File: src/rtl/display_scan_n_if.sv
// display_scan_n_if: load/data/brightness controls and segment/digit outputs of display_scan_n
interface display_scan_n_if #(parameter int NUM_DIGITS = 4);
  logic                    en;
  logic                    load;
  logic [4*NUM_DIGITS-1:0] data_in;
  logic [NUM_DIGITS-1:0]   dp_in;
  logic [2:0]              bright;
  logic [6:0]              seg_l;
  logic                    dp_l;
  logic [NUM_DIGITS-1:0]   dig;
  logic                    pend;
  logic                    frame;
  modport master (output en, load, data_in, dp_in, bright, input seg_l, dp_l, dig, pend, frame);
  modport slave  (input en, load, data_in, dp_in, bright, output seg_l, dp_l, dig, pend, frame);
endinterface

File: src/rtl/display_scan_n.sv
// display_scan_n: N-digit multiplexed 7-seg driver with frame-synchronous double buffering; DISPLAY_LZB_EN enables leading-zero blanking
module display_scan_n #(
  parameter int NUM_DIGITS = 4,
  parameter int PRE_W      = 4
) (
  input logic          clk,
  input logic          rst,
  display_scan_n_if.slave bus
);
  localparam int IW = NUM_DIGITS > 1 ? $clog2(NUM_DIGITS) : 1;
  localparam logic [IW-1:0] LAST = IW'(NUM_DIGITS - 1);
  logic [4*NUM_DIGITS-1:0] sh_data, act_data;
  logic [NUM_DIGITS-1:0]   sh_dp, act_dp, lz;
  logic [PRE_W-1:0]        slot_cnt;
  logic [IW-1:0]           dig_idx;
  logic                    boundary, xfer, gate;
  logic [3:0]              nib;
  logic [6:0]              glyph;

  function automatic logic [6:0] hex7(input logic [3:0] h);
    case (h)
      4'h0: hex7 = 7'h3F;
      4'h1: hex7 = 7'h06;
      4'h2: hex7 = 7'h5B;
      4'h3: hex7 = 7'h4F;
      4'h4: hex7 = 7'h66;
      4'h5: hex7 = 7'h6D;
      4'h6: hex7 = 7'h7D;
      4'h7: hex7 = 7'h07;
      4'h8: hex7 = 7'h7F;
      4'h9: hex7 = 7'h6F;
      4'hA: hex7 = 7'h77;
      4'hB: hex7 = 7'h7C;
      4'hC: hex7 = 7'h39;
      4'hD: hex7 = 7'h5E;
      4'hE: hex7 = 7'h79;
      default: hex7 = 7'h71;
    endcase
  endfunction

`ifdef DISPLAY_LZB_EN
  logic run;
  // blank digit k>0 when it and every higher nibble of the displayed value are zero
  always_comb begin
    lz  = '0;
    run = 1'b1;
    for (int k = NUM_DIGITS - 1; k > 0; k--) begin
      run   = run & (act_data[4*k +: 4] == 4'h0);
      lz[k] = run;
    end
  end
`else
  assign lz = '0;
`endif

  // frame boundary, shadow-to-active transfer, digit gate and glyph for the current slot
  always_comb begin
    boundary = (slot_cnt == '1) && (dig_idx == LAST);
    xfer     = bus.pend && !bus.load && (!bus.en || boundary);
    gate     = (slot_cnt != '0) && (slot_cnt[PRE_W-1 -: 3] <= bus.bright);
    nib      = act_data[{dig_idx, 2'b00} +: 4];
    glyph    = lz[dig_idx] ? 7'h00 : hex7(nib);
  end

  // shadow capture, active transfer and pending/frame flags
  always_ff @(posedge clk) begin
    if (!rst) begin
      sh_data   <= '0;
      sh_dp     <= '0;
      act_data  <= '0;
      act_dp    <= '0;
      bus.pend  <= 1'b0;
      bus.frame <= 1'b0;
    end else begin
      if (bus.load) begin
        sh_data <= bus.data_in;
        sh_dp   <= bus.dp_in;
      end
      if (xfer) begin
        act_data <= sh_data;
        act_dp   <= sh_dp;
      end
      bus.pend  <= bus.load | (bus.pend & ~xfer);
      bus.frame <= bus.en & boundary;
    end
  end

  // slot and digit counters; held at zero while disabled so scanning restarts at digit 0
  always_ff @(posedge clk) begin
    if (!rst) begin
      slot_cnt <= '0;
      dig_idx  <= '0;
    end else begin
      slot_cnt <= bus.en ? slot_cnt + 1'b1 : '0;
      dig_idx  <= !bus.en ? '0 : slot_cnt != '1 ? dig_idx : dig_idx == LAST ? '0 : dig_idx + 1'b1;
    end
  end

  // registered pin drivers; segments stay on for the whole slot, only dig is gated
  always_ff @(posedge clk) begin
    if (!rst) begin
      bus.seg_l <= 7'h7F;
      bus.dp_l  <= 1'b1;
      bus.dig   <= '0;
    end else begin
      bus.seg_l <= bus.en ? ~glyph : 7'h7F;
      bus.dp_l  <= ~(bus.en & act_dp[dig_idx]);
      bus.dig   <= (bus.en && gate) ? NUM_DIGITS'(1) << dig_idx : '0;
    end
  end
endmodule

File: src/flat_wrapper.sv
// flat-port wrapper written by rule: the top's interface ports become plain ports
module display_scan_n_flat 
#(
  parameter int NUM_DIGITS = 4,
  parameter int PRE_W      = 4
)
  (clk, rst, bus_en, bus_load, bus_data_in, bus_dp_in, bus_bright, bus_seg_l, bus_dp_l, bus_dig, bus_pend, bus_frame);
  display_scan_n_if #(.NUM_DIGITS(NUM_DIGITS)) bus_i ();
  input logic clk;
  input logic rst;
  input wire logic [$bits(bus_i.en)-1:0] bus_en;
  input wire logic [$bits(bus_i.load)-1:0] bus_load;
  input wire logic [$bits(bus_i.data_in)-1:0] bus_data_in;
  input wire logic [$bits(bus_i.dp_in)-1:0] bus_dp_in;
  input wire logic [$bits(bus_i.bright)-1:0] bus_bright;
  output wire logic [$bits(bus_i.seg_l)-1:0] bus_seg_l;
  output wire logic [$bits(bus_i.dp_l)-1:0] bus_dp_l;
  output wire logic [$bits(bus_i.dig)-1:0] bus_dig;
  output wire logic [$bits(bus_i.pend)-1:0] bus_pend;
  output wire logic [$bits(bus_i.frame)-1:0] bus_frame;
  assign bus_i.en = bus_en;
  assign bus_i.load = bus_load;
  assign bus_i.data_in = bus_data_in;
  assign bus_i.dp_in = bus_dp_in;
  assign bus_i.bright = bus_bright;
  assign bus_seg_l = bus_i.seg_l;
  assign bus_dp_l = bus_i.dp_l;
  assign bus_dig = bus_i.dig;
  assign bus_pend = bus_i.pend;
  assign bus_frame = bus_i.frame;
  display_scan_n #(.NUM_DIGITS(NUM_DIGITS), .PRE_W(PRE_W)) u_core (.clk(clk), .rst(rst), .bus(bus_i));
endmodule
File: config.mk
export PLATFORM = sky130hd
export DESIGN_NAME = display_scan_n_flat
export DESIGN_NICKNAME = d
export VERILOG_FILES = /design/src/rtl/display_scan_n_if.sv /design/src/rtl/display_scan_n.sv /design/src/flat_wrapper.sv
export SDC_FILE = /design/constraint.sdc
export NUM_CORES = 1
export LEC_CHECK = 0
export ABC_CLOCK_PERIOD_IN_PS = 2230
export CORE_ASPECT_RATIO = 1.25
export CORE_MARGIN = 1
export CORE_UTILIZATION = 50
export DETAILED_ROUTE_END_ITERATION = 16
export GPL_TIMING_DRIVEN = 0
export HOLD_SLACK_MARGIN = 0.08
export PLACE_DENSITY = 0.82
export SLEW_MARGIN = 20
export SYNTH_ARGS = -nofsm -noshare
export SYNTH_HDL_FRONTEND = slang
export SYNTH_SLANG_ARGS = --single-unit
File: constraint.sdc
create_clock -name clk -period 2.23 [get_ports clk]
set_clock_uncertainty 0.05 [all_clocks]
set_input_delay 0.446 -clock clk [delete_from_list [all_inputs] [get_ports clk]]
set_output_delay 0.446 -clock clk [all_outputs]
set_load 0.03 [all_outputs]
; ---- Word level (Yosys, flattened, before mapping)
; Memories as Yosys holds them, arrays and structs flattened.
; Index checks and enable logic that the tools add are counted.
[classes]
n_reduce_logical = 11
eq_ne = 3
mux = 6
n_addsub = 2
n_shift = 2
bitwise_logic = 7
n_lt_le_gt_ge = 2
[op_table]
columns = operator, count
row1 = 16-bit by 5-bit variable part select with 4-bit output, 1
row2 = 7-bit two-way mux, 1
row3 = 7-bit inverter, 1
row4 = 1-bit logical AND, 5
row5 = "4-bit by 1-bit adder with 4-bit output, second input constant", 1
row6 = 1-bit binary-select mux with 2-bit select, 2
row7 = "4-bit == test, second input constant", 1
row8 = "4-bit != test, second input constant", 1
row9 = 2-bit AND reduction, 2
row10 = 4-bit nonzero test, 1
row11 = "1-bit by 2-bit << shifter with 4-bit output, first input constant", 1
row12 = 1-bit AND, 3
row13 = 3-bit less-or-equal comparator, 1
row14 = "2-bit by 3-bit < comparator with 1-bit output, second input constant", 1
row15 = "2-bit by 1-bit adder with 2-bit output, second input constant", 1
row16 = "2-bit == test, second input constant", 1
row17 = 1-bit logical NOT, 2
row18 = 1-bit two-way mux, 2
row19 = 2-bit two-way mux, 1
row20 = 1-bit inverter, 2
row21 = 1-bit logical OR, 1
row22 = 1-bit OR, 1
[totals]
memories = 1
reg_bits = 60
out_inout_bits = 14
inputBits = 27
rom_bits = 112
[memory_table]
columns = memory, depth, width, read_ports, rd_ports_with_merged_regs, write_ports, line_no
row1 = (name not given), 16, 7, 1, 0, 0, display_scan_n.sv:21  ; case (h)

; ---- Longest topological paths before layout
[logic_depth]
word_depth = 7
depth_mapped = 7

; ---- Worst setup path after synthesis
; Ideal clock, no wire load.
[synth_path]
path_type = reg2reg
start = reg u_core.dig_idx[0]
end = reg u_core.bus.seg_l[5]
period_less_slack_ns = 1.975
path_stages_with_launch = 7
required_time_ns = 2.060
slack_ns = 0.255
arrival_ns = 1.805
path_cell_list = dfxtp_1 > buf_6 > mux4_1 > ha_1 > nand2_1 > o21ai_1 > a211o_1
[synth_between]
elab_chain_len = 4
elab_cells_between_ends = 6
classes_between = shift: 1 / mux: 3 / bitwise: 1 / memory: 1
[synth_lines]
columns = item, line_no
row1 = from (decl), display_scan_n.sv:15  ; logic [IW-1:0] dig_idx;
row2 = from (signal assigned), display_scan_n.sv:95  ; dig_idx <= !bus.en ? '0 : slot_cnt != '1 ? dig_idx : dig_idx == LAST ? '0 : dig_idx + 1'b1;
row3 = 16-bit by 5-bit variable part select with 4-bit output or 1-bit binary-select mux with 2-bit select (tied branches), "display_scan_n.sv:61, display_scan_n.sv:62"
row4 = memory 16 x 7 bit or 1-bit two-way mux (tied branches), -
row5 = 7-bit two-way mux (*), display_scan_n.sv:62  ; glyph = lz[dig_idx] ? 7'h00 : hex7(nib);
row6 = 7-bit inverter (*), display_scan_n.sv:106  ; bus.seg_l <= bus.en ? ~glyph : 7'h7F;
row7 = to (signal assigned), display_scan_n.sv:106
row8 = to (decl), display_scan_n_if.sv:14  ; modport slave (input en, load, data_in, dp_in, bright, output seg_l, dp_l, dig, pend, frame);
; Mark *: on every way between the ends. The rest lies on a longest branch, timed or not. The select of a mux whose other input is x is not followed.
; A chain may end at the register's enable or synchronous reset.

; ---- Final worst setup path
; Ends and elaborated chain as after synthesis.

==> summary.md <==
| Metric | Value |
|---|---|
| Die height | 82.3 um |
| CTS tree | built |
| Routability cong. | 0.778 |
| CP Capture Type | register |
| Pin count of the biggest net entering global routing | 11 |
| Critical Path Source Type | register |
| Area after DPL | 0.00303 sq mm |
| Setup Buffers After CTS | 0 |
| Largest cells by area after synthesis | dfxtp_1, mux2i_1, nor2b_1 |
| Fin Setup TNS | 0 ns |
| Nets | 323 |
| Arrival time at the worst endpoint | 2.28 ns |
| Final Cycle Share | 94.0% |
| Die W | 66.2 um |
| Post-synth EDFFs | 0 |
| Fraction of registers with async set/reset | 0% |
| Top Ports | 41 |
| Post-synth top area share | 46.6% |
| # H-tree levels | 3 |
| Total inserted antenna cells | 0 |
| Pre-CTS WS | 0.0455 ns |
| Antenna violations before repair | 0 |
| Port Buffers | 38 |
| P&R area growth vs syn | 26.5% |
| Most common cell in the netlist | dfxtp_1 |
| Fin crit period | 2.10 ns |
| Peak supply drop | 0.000394 V |
| Worst-Skew Late Latency | 0.34 ns |
| #FFs+latches synth | 60 |
| Post-Synthesis Mean Instance Area | 11.0 sq um |
| Psw | 0.532 mW |
| Syn_nets | 274 |
| Outcome | finished clean |
| Final hold violations | 0 |
| First-pass GRT wire length | 8310 um |
| Mapped Cells | 235 |
| Yosys warns | 0 |
| CTS max path bufs | 2 |
| Starting density of the core | 53.3% |
| DRT antenna net count | 0 |
| Total Power | 2.46 mW |
| Clock power share | 46.5% |
| Top cells by count, synth | dfxtp_1, mux2i_1, nor2b_1, ha_1, inv_1 |
| DR pass1 iterations | 4 |
| Distinct cells, synth | 37 |
| Seq pwr share | 45.7% |
| Root Buffer | clkbuf_8 |
| Final Setup Violations | 0 |
| Core area | 0.00483 sq mm |
| Cts bufs inserted | 9 |
| Sw frac | 21.6% |
| Fmax | 477 MHz |
| Worst-path clk slew | 0.07 ns |
| Post-route cell area | 0.00326 sq mm |
| Fill cells | 373 |
| Slew HR | 73.8% |
| Final design utilization | 67.4% |
| Final WS setup | 0.133 ns |
| Slew Viols, Final | 0 |
| Worst Path Max Fanout | 10 |
| Gr usage total | 21.1% |
| Gate power share | 7.8% |
| Grt total ovfl | 0 |
| Post-synthesis sequential area ratio | 46.6% |
| Post_cts resized | 0 |
| Slew @ Worst Pin | 0.393 ns |
| Row cnt | 28 |
| Vias | 1,840 |
| Pleak | 1.26 nW |
| RSZ-0062 raised after global routing | false |
| Vias in the first global route | 1,829 |
| Average wire per standard cell | 14.1 um |
| Worst Path Required | 2.41 ns |
| Post-synth top area cell | dfxtp_1 |
| Iter 0 DRT Violations | 121 |
| Avg Vias per Cell | 5.27 |
| Min-Delay Path Class | register to register |
| DP Wirelength | 3410 um |
| Pint | 1.93 mW |
| Top_reg_cell synth | dfxtp_1 |
| Worst setup path class | register to register |
| Number of clock sinks | 60 |
| MaxCap Viol Count | 0 |
| Total Wirelength | 4930 um |
| # DRC | 0 |
| Post-CTS Hold Buffers | 0 |
| Mapped cell area | 0.00258 sq mm |
| Layout cells sized above 1 | 9.69% |
| Die ar. | 0.00545 sq mm |
| Pwr dens | 755 mW/mm^2 |
-- sequential cells by signal (all words and copies together), names as in the netlist --
name / flops
u_core.act_data: 16
u_core.sh_data: 16
u_core.bus.seg_l: 7
u_core.act_dp: 4
u_core.bus.dig: 4
u_core.sh_dp: 4
u_core.slot_cnt: 4
u_core.dig_idx: 2
u_core.bus.dp_l: 1
u_core.bus.frame: 1
u_core.bus.pend: 1
-- power groups by stage --
stage | combinational, mW | sequential, mW | clock, mW
6_report | 0.193 | 1.13 | 1.14
5_1_grt | 0.213 | 1.13 | 1.20
4_1_cts | 0.195 | 1.13 | 1.15
3_5_place_dp | 0.195 | 1.15 | 0
3_3_place_gp | 0.190 | 1.15 | 0
2_1_floorplan | 0.0973 | 1.16 | 0
-- placed cells by master (no fill, tap or decap), types with 2 or more instances in the layout --
| cell | Yosys | final |
|---|---|---|
| a21oi_1 | 3 | 3 |
| a31oi_1 | 3 | 3 |
| nand2b_1 | 3 | 3 |
| o21ai_1 | 4 | 4 |
| nand3_1 | 2 | 2 |
| buf_6 | 2 | 2 |
| clkdlybuf4s50_1 | 0 | 38 |
| nand2_1 | 5 | 5 |
| ha_1 | 12 | 12 |
| bufinv_16 | 0 | 2 |
| clkbuf_8 | 0 | 12 |
| mux4_2 | 2 | 4 |
| clkbuf_1 | 6 | 6 |
| inv_1 | 9 | 9 |
| nor2b_1 | 42 | 42 |
| dfxtp_1 | 60 | 60 |
| nor2_1 | 8 | 8 |
| buf_2 | 6 | 6 |
| and3_1 | 2 | 2 |
| mux2i_1 | 43 | 43 |
| nor4b_1 | 2 | 2 |
| clkinv_2 | 0 | 2 |
-- final timing paths --
kind,from,end,slack [ns],cells past startpoint
hold / removal,u_core.slot_cnt[0]$_SDFF_PN0_,u_core.slot_cnt[0]$_SDFF_PN0_,0.43,1
setup / recovery,u_core.dig_idx[0]$_SDFFE_PN0N_,u_core.bus.seg_l[5]$_SDFF_PN1_,0.13,6
setup reg to reg,u_core.dig_idx[0]$_SDFFE_PN0N_,u_core.bus.seg_l[5]$_SDFF_PN1_,0.13,6
hold reg to reg,u_core.slot_cnt[0]$_SDFF_PN0_,u_core.slot_cnt[0]$_SDFF_PN0_,0.43,1
-- metal layers --
metal	wire length, um	global-route usage [%]
met1	2200	23.8
met2	2420	35.8
met3	187	4.95
met4	128	12.6
met5	0	0
-- final cells by class --
cell class | count | area [sq um] | area share, %
flip-flops and latches | 60 | 1200 | 36.8
plain buffers | 14 | 75.1 | 2.30
inverters | 9 | 33.8 | 1.04
repair buffers | 38 | 380 | 11.7
clock buffers | 12 | 165 | 5.07
clock inverters | 4 | 70.1 | 2.15
multi-input cells | 152 | 1260 | 38.6
well taps | 60 | 75.1 | 2.30
-- through the flow --
stage / hold slack [ns] / cells
finish: 0.429 / 349
global route: 0.445 / 349
CTS: 0.430 / 349
detailed placement: 0.403 / 333
global placement: 0.393 / 333
floorplan: 0.380 / 235
-- critical path: stages (launching register included) --
cell and delay [ns]:
dfxtp_1 0.41, buf_6 0.19, mux4_2 0.60, ha_1 0.24
nand2_1 0.12, o21ai_1 0.09, a211o_1 0.29
-- kinds of logic (layout without fill, tap and decap cells) --
family	count (synthesis)	after routing	share of synthesized area (%)
adders and majority gates	12	12	5.83
buffers and inverters	23	77	4.22
DFF	60	60	46.6
and+or+nand+nor	71	71	16.3
xor gates and xnor gates	2	2	0.680
muxes	48	48	21.5
AOI/OAI and AO/OA	19	19	4.85
Power figures use the tool's default switching activity.
